===== src/rtl/i2c_txn_arbiter_if.sv =====
// ---------------------------------------------------------------------------
// i2c_txn_arbiter_if
// Bundle between the transaction arbiter and the shared I2C master core.
//   m_addr                 7  slave address presented to the master
//   m_data_in              8  write byte presented to the master
//   m_rw                   1  0 = write, 1 = read
//   m_enable               1  launch strobe, held high for the launch window
//   m_clock_stretch_delay  8  clock stretch setting for the transaction
//   m_data_out             8  read byte returned by the master
//   m_ready                1  master idle when high
// Modports:
//   master : the arbiter side (drives the command, observes status)
//   slave  : the I2C master core side (observes command, drives status)
// ---------------------------------------------------------------------------
interface i2c_txn_arbiter_if;
  logic [6:0] m_addr;
  logic [7:0] m_data_in;
  logic       m_rw;
  logic       m_enable;
  logic [7:0] m_clock_stretch_delay;
  logic [7:0] m_data_out;
  logic       m_ready;

  modport master (
    output m_addr,
    output m_data_in,
    output m_rw,
    output m_enable,
    output m_clock_stretch_delay,
    input  m_data_out,
    input  m_ready
  );

  modport slave (
    input  m_addr,
    input  m_data_in,
    input  m_rw,
    input  m_enable,
    input  m_clock_stretch_delay,
    output m_data_out,
    output m_ready
  );
endinterface


===== src/rtl/i2c_txn_arbiter.sv =====
// ---------------------------------------------------------------------------
// i2c_txn_arbiter
// Shares one I2C master core between two requesters. A request is granted
// round-robin while the master is idle, its command is latched onto the
// master bus, m_enable is strobed for EN_CYCLES clocks, and the arbiter then
// waits for the master to go busy and come back idle (or for TIMEOUT clocks)
// before pulsing the granted requester's done.
// Parameters:
//   EN_CYCLES  clocks m_enable is held high per launch
//   TIMEOUT    max clocks from end of launch to transaction end
// Ports:
//   clk, rst                   clock (rising edge), async active-low reset
//   reqN/addrN/wdataN/rwN/stretchN   requester N command (N = 0, 1)
//   doneN/rdataN/errN          requester N completion pulse, read data,
//                              timeout flag (only alongside done)
//   busy                       high whenever the FSM is not idle
//   bus                        master-core command/status bundle
// ---------------------------------------------------------------------------
module i2c_txn_arbiter #(
  parameter int EN_CYCLES = 10,
  parameter int TIMEOUT   = 1023
) (
  input  logic       clk,
  input  logic       rst,
  input  logic       req0,
  input  logic       req1,
  input  logic [6:0] addr0,
  input  logic [6:0] addr1,
  input  logic [7:0] wdata0,
  input  logic [7:0] wdata1,
  input  logic       rw0,
  input  logic       rw1,
  input  logic [7:0] stretch0,
  input  logic [7:0] stretch1,
  output logic       done0,
  output logic       done1,
  output logic [7:0] rdata0,
  output logic [7:0] rdata1,
  output logic       err0,
  output logic       err1,
  output logic       busy,
  i2c_txn_arbiter_if.master bus
);

  localparam int EW = (EN_CYCLES > 1) ? $clog2(EN_CYCLES) : 1;
  // Counter holds values 0..TIMEOUT inclusive and never wraps.
  localparam int TW = (TIMEOUT > 0) ? $clog2(TIMEOUT + 1) : 1;
  localparam logic [EW-1:0] EN_LAST = EW'(EN_CYCLES - 1);
  localparam logic [TW-1:0] TO_LAST = TW'(TIMEOUT);

  typedef enum logic [2:0] {
    ST_IDLE      = 3'd0,
    ST_LAUNCH    = 3'd1,
    ST_WAIT_BUSY = 3'd2,
    ST_WAIT_DONE = 3'd3,
    ST_COMPLETE  = 3'd4
  } state_t;

  state_t        state_r;
  logic [EW-1:0] en_cnt_r;
  logic [TW-1:0] tcnt_r;
  logic          seen_busy_r;
  logic          gnt_r;   // requester owning the current transaction
  logic          prio_r;  // requester that wins a tie
  logic          gnt_s;

  // Round-robin pick: on a tie the priority pointer decides.
  always_comb begin
    gnt_s = 1'b0;
    if (req0 && req1) begin
      gnt_s = prio_r;
    end else if (req1) begin
      gnt_s = 1'b1;
    end else begin
      gnt_s = 1'b0;
    end
  end

  // Transaction FSM with all outputs registered.
  always_ff @(posedge clk or negedge rst) begin
    if (!rst) begin
      state_r                   <= ST_IDLE;
      en_cnt_r                  <= {EW{1'b0}};
      tcnt_r                    <= {TW{1'b0}};
      seen_busy_r               <= 1'b0;
      gnt_r                     <= 1'b0;
      prio_r                    <= 1'b0;
      busy                      <= 1'b0;
      done0                     <= 1'b0;
      done1                     <= 1'b0;
      err0                      <= 1'b0;
      err1                      <= 1'b0;
      rdata0                    <= 8'h00;
      rdata1                    <= 8'h00;
      bus.m_addr                <= 7'h00;
      bus.m_data_in             <= 8'h00;
      bus.m_rw                  <= 1'b0;
      bus.m_enable              <= 1'b0;
      bus.m_clock_stretch_delay <= 8'h00;
    end else begin
      // done/err are single-cycle pulses unless re-asserted below.
      done0 <= 1'b0;
      done1 <= 1'b0;
      err0  <= 1'b0;
      err1  <= 1'b0;

      case (state_r)
        ST_IDLE: begin
          if ((req0 || req1) && bus.m_ready) begin
            gnt_r                     <= gnt_s;
            prio_r                    <= ~gnt_s;
            bus.m_addr                <= gnt_s ? addr1    : addr0;
            bus.m_data_in             <= gnt_s ? wdata1   : wdata0;
            bus.m_rw                  <= gnt_s ? rw1      : rw0;
            bus.m_clock_stretch_delay <= gnt_s ? stretch1 : stretch0;
            bus.m_enable              <= 1'b1;
            en_cnt_r                  <= {EW{1'b0}};
            seen_busy_r               <= 1'b0;
            busy                      <= 1'b1;
            state_r                   <= ST_LAUNCH;
          end
        end

        ST_LAUNCH: begin
          if (!bus.m_ready) begin
            seen_busy_r <= 1'b1;
          end
          if (en_cnt_r == EN_LAST) begin
            bus.m_enable <= 1'b0;
            tcnt_r       <= {TW{1'b0}};
            // A busy master seen in the final launch cycle also counts.
            state_r      <= (seen_busy_r || !bus.m_ready) ? ST_WAIT_DONE
                                                          : ST_WAIT_BUSY;
          end else begin
            en_cnt_r <= en_cnt_r + EW'(1);
          end
        end

        ST_WAIT_BUSY: begin
          if (tcnt_r == TO_LAST) begin
            state_r <= ST_COMPLETE;
            if (gnt_r) begin
              done1  <= 1'b1;
              err1   <= 1'b1;
              rdata1 <= 8'h00;
            end else begin
              done0  <= 1'b1;
              err0   <= 1'b1;
              rdata0 <= 8'h00;
            end
          end else begin
            tcnt_r <= tcnt_r + TW'(1);
            if (!bus.m_ready) begin
              state_r <= ST_WAIT_DONE;
            end
          end
        end

        ST_WAIT_DONE: begin
          // Normal completion is checked first so it wins over a timeout
          // landing in the same cycle.
          if (bus.m_ready) begin
            state_r <= ST_COMPLETE;
            if (gnt_r) begin
              done1 <= 1'b1;
              if (bus.m_rw) begin
                rdata1 <= bus.m_data_out;
              end
            end else begin
              done0 <= 1'b1;
              if (bus.m_rw) begin
                rdata0 <= bus.m_data_out;
              end
            end
          end else if (tcnt_r == TO_LAST) begin
            state_r <= ST_COMPLETE;
            if (gnt_r) begin
              done1  <= 1'b1;
              err1   <= 1'b1;
              rdata1 <= 8'h00;
            end else begin
              done0  <= 1'b1;
              err0   <= 1'b1;
              rdata0 <= 8'h00;
            end
          end else begin
            tcnt_r <= tcnt_r + TW'(1);
          end
        end

        ST_COMPLETE: begin
          busy    <= 1'b0;
          state_r <= ST_IDLE;
        end

        default: begin
          busy         <= 1'b0;
          bus.m_enable <= 1'b0;
          state_r      <= ST_IDLE;
        end
      endcase
    end
  end

endmodule


===== src/flat_wrapper.sv =====
// flat-port wrapper written by rule: the top's interface ports become plain ports
module i2c_txn_arbiter_flat 
#(
  parameter int EN_CYCLES = 10,
  parameter int TIMEOUT   = 1023
)
  (clk, rst, req0, req1, addr0, addr1, wdata0, wdata1, rw0, rw1, stretch0, stretch1, done0, done1, rdata0, rdata1, err0, err1, busy, bus_m_addr, bus_m_data_in, bus_m_rw, bus_m_enable, bus_m_clock_stretch_delay, bus_m_data_out, bus_m_ready);
  i2c_txn_arbiter_if bus_i ();
  input  logic clk;
  input  logic rst;
  input  logic req0;
  input  logic req1;
  input  logic [6:0] addr0;
  input  logic [6:0] addr1;
  input  logic [7:0] wdata0;
  input  logic [7:0] wdata1;
  input  logic rw0;
  input  logic rw1;
  input  logic [7:0] stretch0;
  input  logic [7:0] stretch1;
  output logic done0;
  output logic done1;
  output logic [7:0] rdata0;
  output logic [7:0] rdata1;
  output logic err0;
  output logic err1;
  output logic busy;
  output wire logic [$bits(bus_i.m_addr)-1:0] bus_m_addr;
  output wire logic [$bits(bus_i.m_data_in)-1:0] bus_m_data_in;
  output wire logic [$bits(bus_i.m_rw)-1:0] bus_m_rw;
  output wire logic [$bits(bus_i.m_enable)-1:0] bus_m_enable;
  output wire logic [$bits(bus_i.m_clock_stretch_delay)-1:0] bus_m_clock_stretch_delay;
  input wire logic [$bits(bus_i.m_data_out)-1:0] bus_m_data_out;
  input wire logic [$bits(bus_i.m_ready)-1:0] bus_m_ready;
  assign bus_m_addr = bus_i.m_addr;
  assign bus_m_data_in = bus_i.m_data_in;
  assign bus_m_rw = bus_i.m_rw;
  assign bus_m_enable = bus_i.m_enable;
  assign bus_m_clock_stretch_delay = bus_i.m_clock_stretch_delay;
  assign bus_i.m_data_out = bus_m_data_out;
  assign bus_i.m_ready = bus_m_ready;
  i2c_txn_arbiter #(.EN_CYCLES(EN_CYCLES), .TIMEOUT(TIMEOUT)) u_core (.clk(clk), .rst(rst), .req0(req0), .req1(req1), .addr0(addr0), .addr1(addr1), .wdata0(wdata0), .wdata1(wdata1), .rw0(rw0), .rw1(rw1), .stretch0(stretch0), .stretch1(stretch1), .done0(done0), .done1(done1), .rdata0(rdata0), .rdata1(rdata1), .err0(err0), .err1(err1), .busy(busy), .bus(bus_i));
endmodule

===== config.mk =====
export PLATFORM = sky130hd
export DESIGN_NAME = i2c_txn_arbiter_flat
export DESIGN_NICKNAME = d
export VERILOG_FILES = /design/src/rtl/i2c_txn_arbiter_if.sv /design/src/rtl/i2c_txn_arbiter.sv /design/src/flat_wrapper.sv
export SDC_FILE = /design/constraint.sdc
export NUM_CORES = 1
export LEC_CHECK = 0
export ABC_AREA = 1
export CAP_MARGIN = 20
export CORE_ASPECT_RATIO = 1.1
export CORE_UTILIZATION = 25
export CTS_CLUSTER_SIZE = 10
export DETAILED_ROUTE_END_ITERATION = 8
export GPL_ROUTABILITY_DRIVEN = 0
export HOLD_SLACK_MARGIN = 0.06
export PLACE_DENSITY_LB_ADDON = 0.1
export SLEW_MARGIN = 20
export SYNTH_ARGS = -nofsm -noshare
export SYNTH_HDL_FRONTEND = slang
export SYNTH_SLANG_ARGS = --single-unit

===== constraint.sdc =====
create_clock -name clk -period 1.95 [get_ports clk]
set_input_delay 0.39 -clock clk [delete_from_list [all_inputs] [get_ports clk]]
set_output_delay 0.39 -clock clk [all_outputs]
set_load 0.01 [all_outputs]

* After elaboration in Yosys (flattened, before gate mapping)
Cells that the tools add are included.
Storage, ports and cells: register bits 66, latch bits 0, bits in writable memories 0, ROM bits 0, logic and storage cells 110, memories 0
Cells by class: $add $sub $neg 2, $mul 0, div/mod/pow operators 0, magnitude comparators 0, equal/unequal tests 16, shift operators 0, mux-type cells 51, bitwise operators 3, reduce and logical (&&, ||, !) cells 20
Operators with widths (count):
- $mux 8 | 11
- $pmux 8 s2 | 2
- $mux 10 | 3
- $pmux 10 s3 | 1
- $mux 3 | 6
- $reduce_and 3->1 | 6
- $mux 1 | 16
- $ne 3x2->1 const B | 4
- $pmux 1 s2 | 6
- $pmux 3 s4 | 1
- $add 10x1->10 const B | 1
- $eq 10x10->1 const B | 1
- $mux 4 | 2
- $pmux 4 s2 | 1
- $mux 7 | 1
- $eq 3x2->1 const B | 2
- $ne 2x2->1 const B | 3
- $reduce_or 3->1 | 2
- $add 4x1->4 const B | 1
- $eq 4x4->1 const B | 1
- $ne 2x1->1 const B | 2
- $reduce_and 2->1 | 2
- $reduce_and 4->1 | 1
- $reduce_bool 2->1 | 2
- 10 further kinds | 14

* Logic depth before layout (Yosys ltp)
Gate-level depths: netlist of run 1.
depth after elaboration 5, depth in mapped cells 11, mapped depth without buffers 10

* Worst setup path after synthesis of run 1
Ideal clock, no wire load.
path kind register -> register, from register u_core.tcnt_r[0], to register u_core.tcnt_r[4], library setup time 116 ps, arrival time 1262 ps, setup slack 571 ps, cell stages (with the launch flop) 10, period minus slack after synthesis 1379 ps, cell sequence dfrtp_1 -> ha_1 -> nand2_1 -> nor2_4 -> nand4_1 -> nand2_1 -> buf_4 -> inv_2 -> nand2_1 -> nand2_1
On the way: longest elaborated chain between the ends 4, elaborated cells between the ends (all ways) 5
RTL lines:
- from (decl) | RTL line i2c_txn_arbiter.sv:61 | logic [TW-1:0] tcnt_r;
- from (signal assigned) | RTL line i2c_txn_arbiter.sv:84 | tcnt_r <= {TW{1'b0}};
- from (signal assigned) | RTL line i2c_txn_arbiter.sv:130 | tcnt_r <= {TW{1'b0}};
- from (signal assigned) | RTL line i2c_txn_arbiter.sv:152 | tcnt_r <= tcnt_r + TW'(1);
- $add 10x1->10 / $eq 10x10->1 (equally long branches)
- $mux 10 (*) | RTL line i2c_txn_arbiter.sv:140, i2c_txn_arbiter.sv:175
- $mux 10 | RTL line i2c_txn_arbiter.sv:162 | if (bus.m_ready) begin
- $pmux 10 s3 (*) | RTL line i2c_txn_arbiter.sv:107 | case (state_r)
Mark *: on every way between the ends. The rest lies on a longest branch, timed or not. The select of a mux whose other input is x is not followed. A chain may end at the register's enable or synchronous reset.

* Final worst setup path of run 1
from register u_core.bus.m_rw, to output port bus_m_rw
RTL lines:
- from (decl) | RTL line i2c_txn_arbiter_if.sv:27 | output m_rw,
- from (signal assigned) | RTL line i2c_txn_arbiter.sv:114 | bus.m_rw <= gnt_s ? rw1 : rw0;
- to (decl) | RTL line flat_wrapper.sv:30 | output wire logic [$bits(bus_i.m_rw)-1:0] bus_m_rw;
No word-level cell between the ends.

==> flow_summary.toml, run 1 <==
[clock_tree]
cts_buffer_depth = 2
clk_latency_ns = 0.34
numCtsBuffers = 9
hold_buffers = 0
clk_pin_slew_ns = 0.06
cts_resized = 0
htree_levels = 3
cts_sinks = 66
cts_tree = "built"
cts-root-buf = "clkbuf_16"
postCtsSetupBuffers = 0

[layout]
diodes = 0
post-route-util_pct = 38.3
drive_above_1_share_pct = 10.7
synthToLayoutAreaGrowth_pct = 50.3
design_area_um2 = 4820
layout.nets = 574

[synthesis]
yosysMostFrequentCell = "nand2_1"
synth_edf_count = 0
synth.top_cell.area_share_pct = 51.5
async_flop_share_pct = 100
syn-num-nets = 455
synth_common_cells = "nand2_1 (159), dfrtp_1 (66), nand3_1 (56)"
yosysTopAreaCell = "dfrtp_1"
syn_area_per_cell_um2 = 8.21
syn-cell-area_um2 = 3210
ys.flop_type = "dfrtp_1"
synth_seq_cells = 66
synth.distinct_cells = 30
synthCells = 391
ys_warn_count = 0
yosysSeqAreaShare_pct = 51.5
yosys-top-cells-area = "dfrtp_1 (51%), nand2_1 (19%), nand3_1 (8.7%), nor2_1 (2.5%), inv_1 (2.2%)"

[worst_setup_path]
critPathBufInv = 1
critPathKind = "reg2out"
crit_path_top_delay_cell = "clkdlybuf4s50_1"
crit_path_end_kind = "output port"
crit_chain = "clkdlybuf4s50_1"
start_kind = "flop"
crit_arrival_ns = 1.32
path_max_fanout = 3
path_delay_family = "buffers and inverters"
worstPathRequired_ns = 1.56
critPathMaxStageDelay_ns = 0.59

[route]
first_iter_violations = 114
num_vias = 2887
antenna_left = 0
wire_per_inst_um = 12.5
drc = 0
vias_per_cell = 4.30
totalWireLength_mm = 8.41
dr.pass1.iters = 4

[power_and_ir_drop]
p_leak_uw = 0.00225
ir_drop_mv = 0.584
p_per_area_nw_per_um2 = 1450

[sta]
whs_ns = 0.0703
hold_viol = 0
rsz0062_at_grt = "false"
setup_violations = 0
drv_slew = 0
clock_skew_ns = 0.00568
worst_slew_margin_rel_pct = 75.5
post-route-period-util_pct = 87.8
tightest_slew_ns = 0.367
fmax_ghz = 0.584
timing.setup.tns_ns = 0
finalCriticalPeriod_ns = 1.71

[flow_run]
maxCapViolCount = 0

[global_route]
track_usage_pct = 13.8
overflow = 0
grt_pass1_vias = 2892
grt_pass1_wl_mm = 14.0
antenna_found_initial = 0
grt_max_degree = 67

[floorplanning]
rows = 43
dieHeight_um = 121
dieArea_um2 = 13300
start_util_pct = 25.5
num_io_pins = 107
die_w_um = 110
fp.coreArea_um2 = 12600

[status]
outcome = "completed"

[placed_design]
place_hpwl_mm = 6.00
place_area_um2 = 4520
io_buffers = 106

[hold_path]
hold_class = "in2async"
[final timing paths]
path	from	endpoint	slack, ns	cells after the start
worst max-delay path	u_core.bus.m_rw$_DFFE_PN0P_	bus_m_rw	0.24	1
worst min-delay path	rst	u_core.tcnt_r[1]$_DFFE_PN0P_	0.07	2
worst max register to register	u_core.state_r[2]$_DFFE_PN0P_	u_core.rdata0[2]$_DFFE_PN0P_	0.37	8
worst min register to register	u_core.rdata0[5]$_DFFE_PN0P_	u_core.rdata0[5]$_DFFE_PN0P_	0.47	2
max in group asynchronous	rst	u_core.bus.m_addr[6]$_DFFE_PN0P_	1.59	2
min in group clk	u_core.rdata0[5]$_DFFE_PN0P_	u_core.rdata0[5]$_DFFE_PN0P_	0.47	2
[where the power goes]
part           internal (µW)  switching (µW)  leakage, µW
registers               1900             376     0.000846
clock network           1030             633     0.000149
logic                   1480            1560      0.00125
[stage by stage]
stage / setup slack (ns) / power [µW] / instances
6_report: 0.237 / 6980 / 672
5_1_grt: 0.180 / 7550 / 672
4_1_cts: 0.211 / 7110 / 672
3_5_place_dp: -0.00821 / 5390 / 656
3_3_place_gp: 0.0472 / 5380 / 656
2_1_floorplan: 0.571 / 3950 / 391
[state kept, by name (all words and copies together) (netlist names), 3 cells and up]
| name | flops |
|---|---|
| u_core.tcnt_r | 10 |
| u_core.rdata0 | 8 |
| u_core.en_cnt_r | 4 |
| u_core.state_r | 3 |
| u_core.bus.m_addr | 7 |
| u_core.bus.m_clock_stretch_delay | 8 |
| u_core.rdata1 | 8 |
| u_core.bus.m_data_in | 8 |
[final cells by class]
| class | count | area, µm² |
|---|---|---|
| clock buffer | 10 | 239 |
| clock inverter | 6 | 65.1 |
| fill | 1341 | 7760 |
| inverter | 25 | 96.3 |
| multi-input combinational | 287 | 1360 |
| sequential | 66 | 1650 |
| tap | 157 | 196 |
| timing repair buffer | 121 | 1220 |
[per-layer routing]
layer  vias up  GRT usage [%]  wire, µm
met1      1310           17.2      3820
met4         0           6.50       166
li1       1488              -         -
met2        76           20.9      3760
met5         -              0         0
met3        13           5.23       664
[logic make-up after synthesis]
group	count (synthesis)	synth area share (%)
buf+inv	38	6.24
flops	66	51.5
simple gates	257	35.2
compound gates	25	5.34
xor+xnor	2	0.546
fa+ha+maj	3	1.17
[layout by cell type (no fill, tap or decap), types with 2 or more instances in the layout]
master,count
a21oi_1,6
a21oi_4,3
buf_12,4
buf_4,11
clkbuf_16,9
clkdlybuf4s50_1,105
clkinv_2,2
dfrtp_1,66
ha_1,3
inv_1,19
inv_2,5
nand2_1,159
nand2_2,2
nand2_4,5
nand3_1,56
nand4_1,5
nor2_1,21
nor2_4,4
nor3_1,2
o21ai_0,2
o21ai_1,9
o22ai_1,2
Note: power is estimated with default switching activity, not from simulation.
==> inputs of run 2 (changes only) <==
Settings changed: CORE_MARGIN from default to 5.
==> run 2 against run 1 <==
Against the previous run:
- global-route usage decreased by 1.6 points
- sequential share of layout area hardly changed
- count of clock-buffer cells in the layout fell by 1
- register-to-register slack worse by 0.02 ns
- clock skew is 0.0024 ns higher
- die area increased by 14%
- power fell by 2.2%
- sequential power hardly changed
- clock power shrank 11%
- critical path depth unchanged
==> flow_summary.toml, run 2 (same netlist as run 1, synthesis figures left out) <==
[status]
outcome = "completed"

[sta]
clock_skew_ns = 0.00812
drv_slew = 0
tightest_slew_ns = 0.372
post-route-period-util_pct = 88.7
whs_ns = 0.0777
hold_viol = 0
finalCriticalPeriod_ns = 1.73
rsz0062_at_grt = "false"
fmax_ghz = 0.578
fin_ws_ns = 0.220
timing.setup.tns_ns = 0
worst_slew_margin_rel_pct = 75.2
setup_violations = 0

[worst_setup_path]
crit_path_end_kind = "output port"
crit_arrival_ns = 1.34
critPathKind = "reg2out"
start_kind = "flop"
path_delay_family = "buffers and inverters"
path_max_fanout = 3
crit_path_top_delay_cell = "clkdlybuf4s50_1"
worstPathRequired_ns = 1.56
critPathBufInv = 1
r2r_setup_slack_ns = 0.35
crit_chain = "clkdlybuf4s50_1"
reg2regPathDepth = 8
r2r_end = "u_core.rdata1[2]$_DFFE_PN0P_"
critPathMaxStageDelay_ns = 0.59
r2r_start = "u_core.state_r[2]$_DFFE_PN0P_"

[power_and_ir_drop]
combPwrFrac_pct = 45.0
clkPwrFrac_pct = 21.6
p_int_uw = 4250
p_leak_uw = 0.00225
p_seq_share_pct = 33.5
ir_drop_mv = 0.471
p_sw_uw = 2570
swShare_pct = 37.7
p_per_area_nw_per_um2 = 1410

[placed_design]
dp_cells = 659
io_buffers = 106
place_hpwl_mm = 6.62
place_area_um2 = 4560
place_ws_ns = -0.0258

[floorplanning]
die_w_um = 118
start_util_pct = 25.5
dieHeight_um = 129
rows = 43
num_io_pins = 107
fp.coreArea_um2 = 12600
dieArea_um2 = 15200

[layout]
top_register = "u_core.tcnt_r"
drive_above_1_share_pct = 11.2
synthToLayoutAreaGrowth_pct = 50.4
final_common_cell = "nand2_1"
largest_reg_flops = 10
instances_no_fill = 675
most-common-layout-cells = "nand2_1 (159), clkdlybuf4s50_1 (105), dfrtp_1 (66), nand3_1 (56), nor2_1 (21)"
diodes = 0
layout.nets = 577
design_area_um2 = 4830

[clock_tree]
cts_sinks = 66
cts_resized = 0
postCtsSetupBuffers = 0
htree_levels = 3
cts-root-buf = "clkbuf_16"
cts_tree = "built"
clk_latency_ns = 0.33
numCtsBuffers = 9
hold_buffers = 0
cts_buffer_depth = 2
clk_pin_slew_ns = 0.06

[route]
vias_per_cell = 4.34
dr.pass1.iters = 4
drc = 0
num_vias = 2927
totalWireLength_mm = 8.94
antenna_left = 0
wire_per_inst_um = 13.2
first_iter_violations = 133

[hold_path]
hold_class = "in2async"

[global_route]
grt_max_degree = 67
grt_pass1_vias = 3038
antenna_found_initial = 0
overflow = 0
track_usage_pct = 12.3
grt_pass1_wl_mm = 15.1

[flow_run]
maxCapViolCount = 0
==> run 2: changes by cell type in the layout (fill, tap and decap cells not counted), sizes merged <==
cell / delta
buf: +3
clkbuf: -1
clkinv: +2
bufinv: -1
==> run 2: area by class of cell <==
cell class / instances / area, µm²
fillers: 1309 / 7760
flip-flops and latches: 66 / 1650
multi-input cells: 287 / 1360
repair buffers: 124 / 1250
clock buffers: 9 / 225
well taps: 157 / 196
inverters: 25 / 96.3
clock inverters: 7 / 45.0
==> run 2: worst max-delay path by stage <==
stage,cells after the start,slack (ns),endpoint,start
after floorplan,9,0.57,u_core.tcnt_r[4]$_DFFE_PN0P_,u_core.tcnt_r[0]$_DFFE_PN0P_
after global placement,9,0.02,u_core.rdata0[6]$_DFFE_PN0P_,bus_m_ready
after detailed placement,9,-0.03,u_core.rdata0[3]$_DFFE_PN0P_,bus_m_ready
after CTS,1,0.18,bus_m_rw,u_core.bus.m_rw$_DFFE_PN0P_
after global routing,1,0.14,bus_m_rw,u_core.bus.m_rw$_DFFE_PN0P_
final,1,0.22,bus_m_rw,u_core.bus.m_rw$_DFFE_PN0P_
==> run 2: power by group through the flow <==
stage	combinational [µW]	sequential, µW	clock [µW]
global placement	3110	2290	0
global route	3430	2370	1590
finish	3070	2280	1470
CTS	3130	2290	1530
detailed placement	3120	2300	0
floorplan	1530	2410	0
==> run 2: through the flow <==
stage	power, µW	utilization (%)
after floorplan	3950	-
after global placement	5400	36.2
after detailed placement	5420	36.2
after CTS	6950	38.3
after global routing	7390	38.3
final	6820	38.3
==> run 2: routing by layer <==
layer  vias up  track usage, %  part of all wire [%]
met5         -               0                     0
met1      1335            15.5                    44
met3        11            4.31                   7.6
met2        88            18.9                    47
met4         0            5.47                   1.8
li1       1493               -                     -
==> inputs of run 3 (changes only) <==
Settings changed: SKIP_LAST_GASP from default to 1.
==> results of run 3 <==
No change in the layout: final DEF, timing and power equal those of run 2.
==> RTL edit 1: new RTL, flow settings as in run 3 <==
`TIMEOUT` is set to 1023 in 2 places; all go to 255.
--- a/src/rtl/i2c_txn_arbiter.sv
+++ b/src/rtl/i2c_txn_arbiter.sv
@@ -18,7 +18,7 @@
 // ---------------------------------------------------------------------------
 module i2c_txn_arbiter #(
   parameter int EN_CYCLES = 10,
-  parameter int TIMEOUT   = 1023
+  parameter int TIMEOUT   = 255
 ) (
   input  logic       clk,
   input  logic       rst,
--- a/src/flat_wrapper.sv
+++ b/src/flat_wrapper.sv
@@ -2,7 +2,7 @@
 module i2c_txn_arbiter_flat 
 #(
   parameter int EN_CYCLES = 10,
-  parameter int TIMEOUT   = 1023
+  parameter int TIMEOUT   = 255
 )
   (clk, rst, req0, req1, addr0, addr1, wdata0, wdata1, rw0, rw1, stretch0, stretch1, done0, done1, rdata0, rdata1, err0, err1, busy, bus_m_addr, bus_m_data_in, bus_m_rw, bus_m_enable, bus_m_clock_stretch_delay, bus_m_data_out, bus_m_ready);
   i2c_txn_arbiter_if bus_i ();
Formal check against the unedited RTL: same outputs for any inputs over 10 cycles, from zero or initial values and one cycle with rst low; that may be too few to reach the edited logic, so the function may still have changed.
==> RTL edit 1 against run 3 <==
Cell area down 1.9%. Area after synthesis down 4.3%. Total power down 1.7%. Via count down 3.4%. First-iteration DRC count down 12%. Routed wire length down 2.4%. Worst setup slack better by 0.020 ns. Cell count down 3.7%. Register-to-register slack worse by 0.05 ns. Sequential cell count down 2. Critical endpoint unchanged.
==> RTL edit 1: results (changes against run 3) <==
Routing
  – Met2 Wirelength: 3930 microns (was 4190 microns)
  – Wirelength per Cell: 13.4 microns (was 13.2 microns)
  – Total met3 wirelength after detailed routing: 693 microns (was 676 microns)
  – Drt first-iter violations: 117 (was 133)

Power and ir drop
  – Sequential group share of total power: 0.327 (was 0.335)
  – Leakage: 2.19 nW (was 2.25 nW)
  – Switching share of power: 0.360 (was 0.377)

Critical path
  – Worst reg2reg setup slack: 0.30 ns (was 0.35 ns)
  – Signal arrival time at the worst endpoint: 1.32 ns (was 1.34 ns)

Global routing
  – Wire length of the first global-routing pass: 14,900 microns (was 15,100 microns)
  – Met3 track demand over resource in global routing: 0.0485 (was 0.0431)
  – Maximum number of pins on one net before global-route repair: 26 (was 67)
  – Total track usage: 0.130 (was 0.123)
  – Global Route met2 Usage: 0.192 (was 0.189)

Timing
  – Final hold slack: 0.468 ns (was 0.0777 ns)
  – Worst setup skew after layout: 0.00424 ns (was 0.00812 ns)
  – Worst slew margin: 0.655 (was 0.752)

Worst hold path
  – Kind of path behind the tightest hold check: register to register (was primary input to async pin)

Finish
  – Count of nets after finishing: 555 (was 577)
  – Fraction of layout cells with a size suffix above 1: 0.107 (was 0.112)

Synthesis
  – Share of synthesized area occupied by flip-flops and latches: 0.521 (was 0.515)
  – Count of different cell masters after synthesis: 31 (was 30)
  – Net Count, Synth: 436 (was 455)
  – Top cells by area, synth: sky130_fd_sc_hd__dfrtp_1 52%, sky130_fd_sc_hd__nand2_1 19%, sky130_fd_sc_hd__nand3_1 6.5% (was sky130_fd_sc_hd__dfrtp_1 51%, sky130_fd_sc_hd__nand2_1 19%, sky130_fd_sc_hd__nand3_1 8.7%)
  – Cell types with the highest counts after synthesis: 154 x sky130_fd_sc_hd__nand2_1, 64 x sky130_fd_sc_hd__dfrtp_1, 40 x sky130_fd_sc_hd__nand3_1, 19 x sky130_fd_sc_hd__nand4_1 (was 159 x sky130_fd_sc_hd__nand2_1, 66 x sky130_fd_sc_hd__dfrtp_1, 56 x sky130_fd_sc_hd__nand3_1, 21 x sky130_fd_sc_hd__nor2_1, 19 x sky130_fd_sc_hd__inv_1)

Outcome
  – Status: finished clean (unchanged)
[RTL edit 1: final cells by class]
cell class	instances	area, sq um
Timing Repair Buffer	121	1220
Clock inverter	7	104
Sequential cell	64	1600
Fill cell	1251	7300
Inverter	21	78.8
Tap cell	154	193
Clock buffer	9	225
Multi-Input combinational cell	274	1310
[RTL edit 1: metrics by stage]
stage                     std cells  setup slack, ns
after floorplan                 372            0.562
after global placement          633            0.129
after detailed placement        633           0.0408
after CTS                       650            0.221
after global routing            650            0.183
final                           650            0.240
[RTL edit 1: cell families after synthesis]
logic type | Yosys count | synth area share
buffers and inverters | 34 | 0.0513
and+or+nand+nor | 248 | 0.365
AOI/OAI and AO/OA | 22 | 0.0468
adders and majority gates | 3 | 0.0122
xor gates and xnor gates | 1 | 0.00285
DFF | 64 | 0.521
[RTL edit 1: timing repair]
action                    in CTS  in global routing
hold endpoints to repair      18                  0
resized for setup              0                  0
hold buffers                   1                  0
==> RTL edit 2: new RTL, config.mk and constraints of run 3 <==
Made on the original files. Register the output `err0` once more, without a reset; this adds one clock of latency there. The other outputs are not delayed to match.
--- a/src/rtl/i2c_txn_arbiter.sv
+++ b/src/rtl/i2c_txn_arbiter.sv
@@ -56,6 +56,8 @@
     ST_COMPLETE  = 3'd4
   } state_t;
 
+  logic err0_s0;
+
   state_t        state_r;
   logic [EW-1:0] en_cnt_r;
   logic [TW-1:0] tcnt_r;
@@ -88,7 +90,7 @@
       busy                      <= 1'b0;
       done0                     <= 1'b0;
       done1                     <= 1'b0;
-      err0                      <= 1'b0;
+      err0_s0                   <= 1'b0;
       err1                      <= 1'b0;
       rdata0                    <= 8'h00;
       rdata1                    <= 8'h00;
@@ -101,7 +103,7 @@
       // done/err are single-cycle pulses unless re-asserted below.
       done0 <= 1'b0;
       done1 <= 1'b0;
-      err0  <= 1'b0;
+      err0_s0 <= 1'b0;
       err1  <= 1'b0;
 
       case (state_r)
@@ -145,7 +147,7 @@
               rdata1 <= 8'h00;
             end else begin
               done0  <= 1'b1;
-              err0   <= 1'b1;
+              err0_s0 <= 1'b1;
               rdata0 <= 8'h00;
             end
           end else begin
@@ -180,7 +182,7 @@
               rdata1 <= 8'h00;
             end else begin
               done0  <= 1'b1;
-              err0   <= 1'b1;
+              err0_s0 <= 1'b1;
               rdata0 <= 8'h00;
             end
           end else begin
@@ -202,5 +204,9 @@
     end
   end
 
+  always_ff @(posedge clk) begin
+    err0 <= err0_s0;
+  end
+
 endmodule
 
Formal check against the unedited RTL: same outputs for any inputs over 10 cycles, from zero or initial values and one cycle with rst low; that may be too few to reach the edited logic, so the function may still have changed.
==> RTL edit 2 against run 3 <==
Sequential power fell by 3%. Total power fell by 3.8%. Area after synthesis fell by 2.5%. Cell area fell by 0.62%. First-iteration DRC count fell by 4.5%. Routed wire length fell by 2.6%. Worst setup slack improved by 0.030 ns. Clock power rose by 12%. Synthesized cell count fell by 0.77%. Global-route usage rose by 0.45 points. Sequential share of layout area rose by 0.63 points. Sequential cell count rose by 1. Largest power group unchanged.
==> RTL edit 2: results (changes against run 3) <==
Routing
  – Met2 Wirelength: 3770 microns (was 4190 microns)
  – Wirelength per Cell: 13.0 microns (was 13.2 microns)
  – Drt first-iter violations: 127 (was 133)
  – Detail-routed via count per cell: 4.24 (was 4.34)

Timing
  – Worst setup skew after layout: 0.00526 ns (was 0.00812 ns)
  – Final hold slack: 0.339 ns (was 0.0777 ns)

Synthesis
  – Top cells by area, synth: sky130_fd_sc_hd__dfrtp_1 53%, sky130_fd_sc_hd__nand2_1 19%, sky130_fd_sc_hd__nand3_1 9.0% (was sky130_fd_sc_hd__dfrtp_1 51%, sky130_fd_sc_hd__nand2_1 19%, sky130_fd_sc_hd__nand3_1 8.7%)
  – Async set or reset register ratio after synthesis: 0.985 (was 1.00)
  – Area fraction in compound gates after synthesis: 0.0544 (was 0.0534)
  – Fraction of the mapped netlist area in adder cells: 0.0120 (was 0.0117)
  – Share of synthesized area occupied by flip-flops and latches: 0.534 (was 0.515)
  – Xor/xnor cell area share of the yosys netlist: 0.00280 (was 0.00546)

Critical path
  – RR Endpoint: u_core.tcnt_r[9] (was u_core.rdata1[2])
  – Delay of the slowest cell on the worst path: 0.56 ns (was 0.59 ns)
  – Worst reg2reg setup slack: 0.33 ns (was 0.35 ns)

Place
  – Placement-stage cell area: 4480 sq um (was 4560 sq um)
  – Number of instances in the placed design: 652 (was 659)

Worst hold path
  – Kind of path behind the tightest hold check: register to register (was primary input to async pin)

Finish
  – Count of placed standard cells in the final layout, fillers left out: 669 (was 675)
  – Count of nets after finishing: 574 (was 577)
  – Filler Cells Inserted: 1,238 (was 1,309)
  – Fraction of layout cells with a size suffix above 1: 0.0951 (was 0.112)
  – Area growth from synthesis to layout: 53.3% (was 50.4%)

Global routing
  – Via count of the first global-routing pass: 3,059 (was 3,038)
  – Wire length of the first global-routing pass: 14,800 microns (was 15,100 microns)
  – Global Route met2 Usage: 0.183 (was 0.189)

Power and ir drop
  – Sequential group power: 0.00222 W (was 0.00228 W)
  – Reported combinational group power: 0.00270 W (was 0.00307 W)
  – Leakage: 2.18 nW (was 2.25 nW)

Outcome
  – Status: finished clean (unchanged)
-- RTL edit 2: cell count changes after synthesis, moves of 3 or more --
cell and delta:
sky130_fd_sc_hd__nand2_4 -5, sky130_fd_sc_hd__buf_2 +4, sky130_fd_sc_hd__buf_4 -4, sky130_fd_sc_hd__buf_6 -4, sky130_fd_sc_hd__nand2_2 +3, sky130_fd_sc_hd__nor2_2 +3, sky130_fd_sc_hd__o21a_1 +3
-- RTL edit 2: layout make-up --
| class | count | share of cell area |
|---|---|---|
| tap | 154 | 0.0402 |
| multi-input combinational | 288 | 0.275 |
| sequential | 67 | 0.349 |
| timing repair buffer | 122 | 0.256 |
| clock buffer | 10 | 0.0498 |
| inverter | 22 | 0.0172 |
| clock inverter | 6 | 0.0133 |
-- RTL edit 2: what timing repair did --
item,4_1_cts,5_1_grt
hold buffers,1,0
buffers inserted,0,0
endpoints found under the setup margin,0,0
endpoints found under the hold margin,8,0
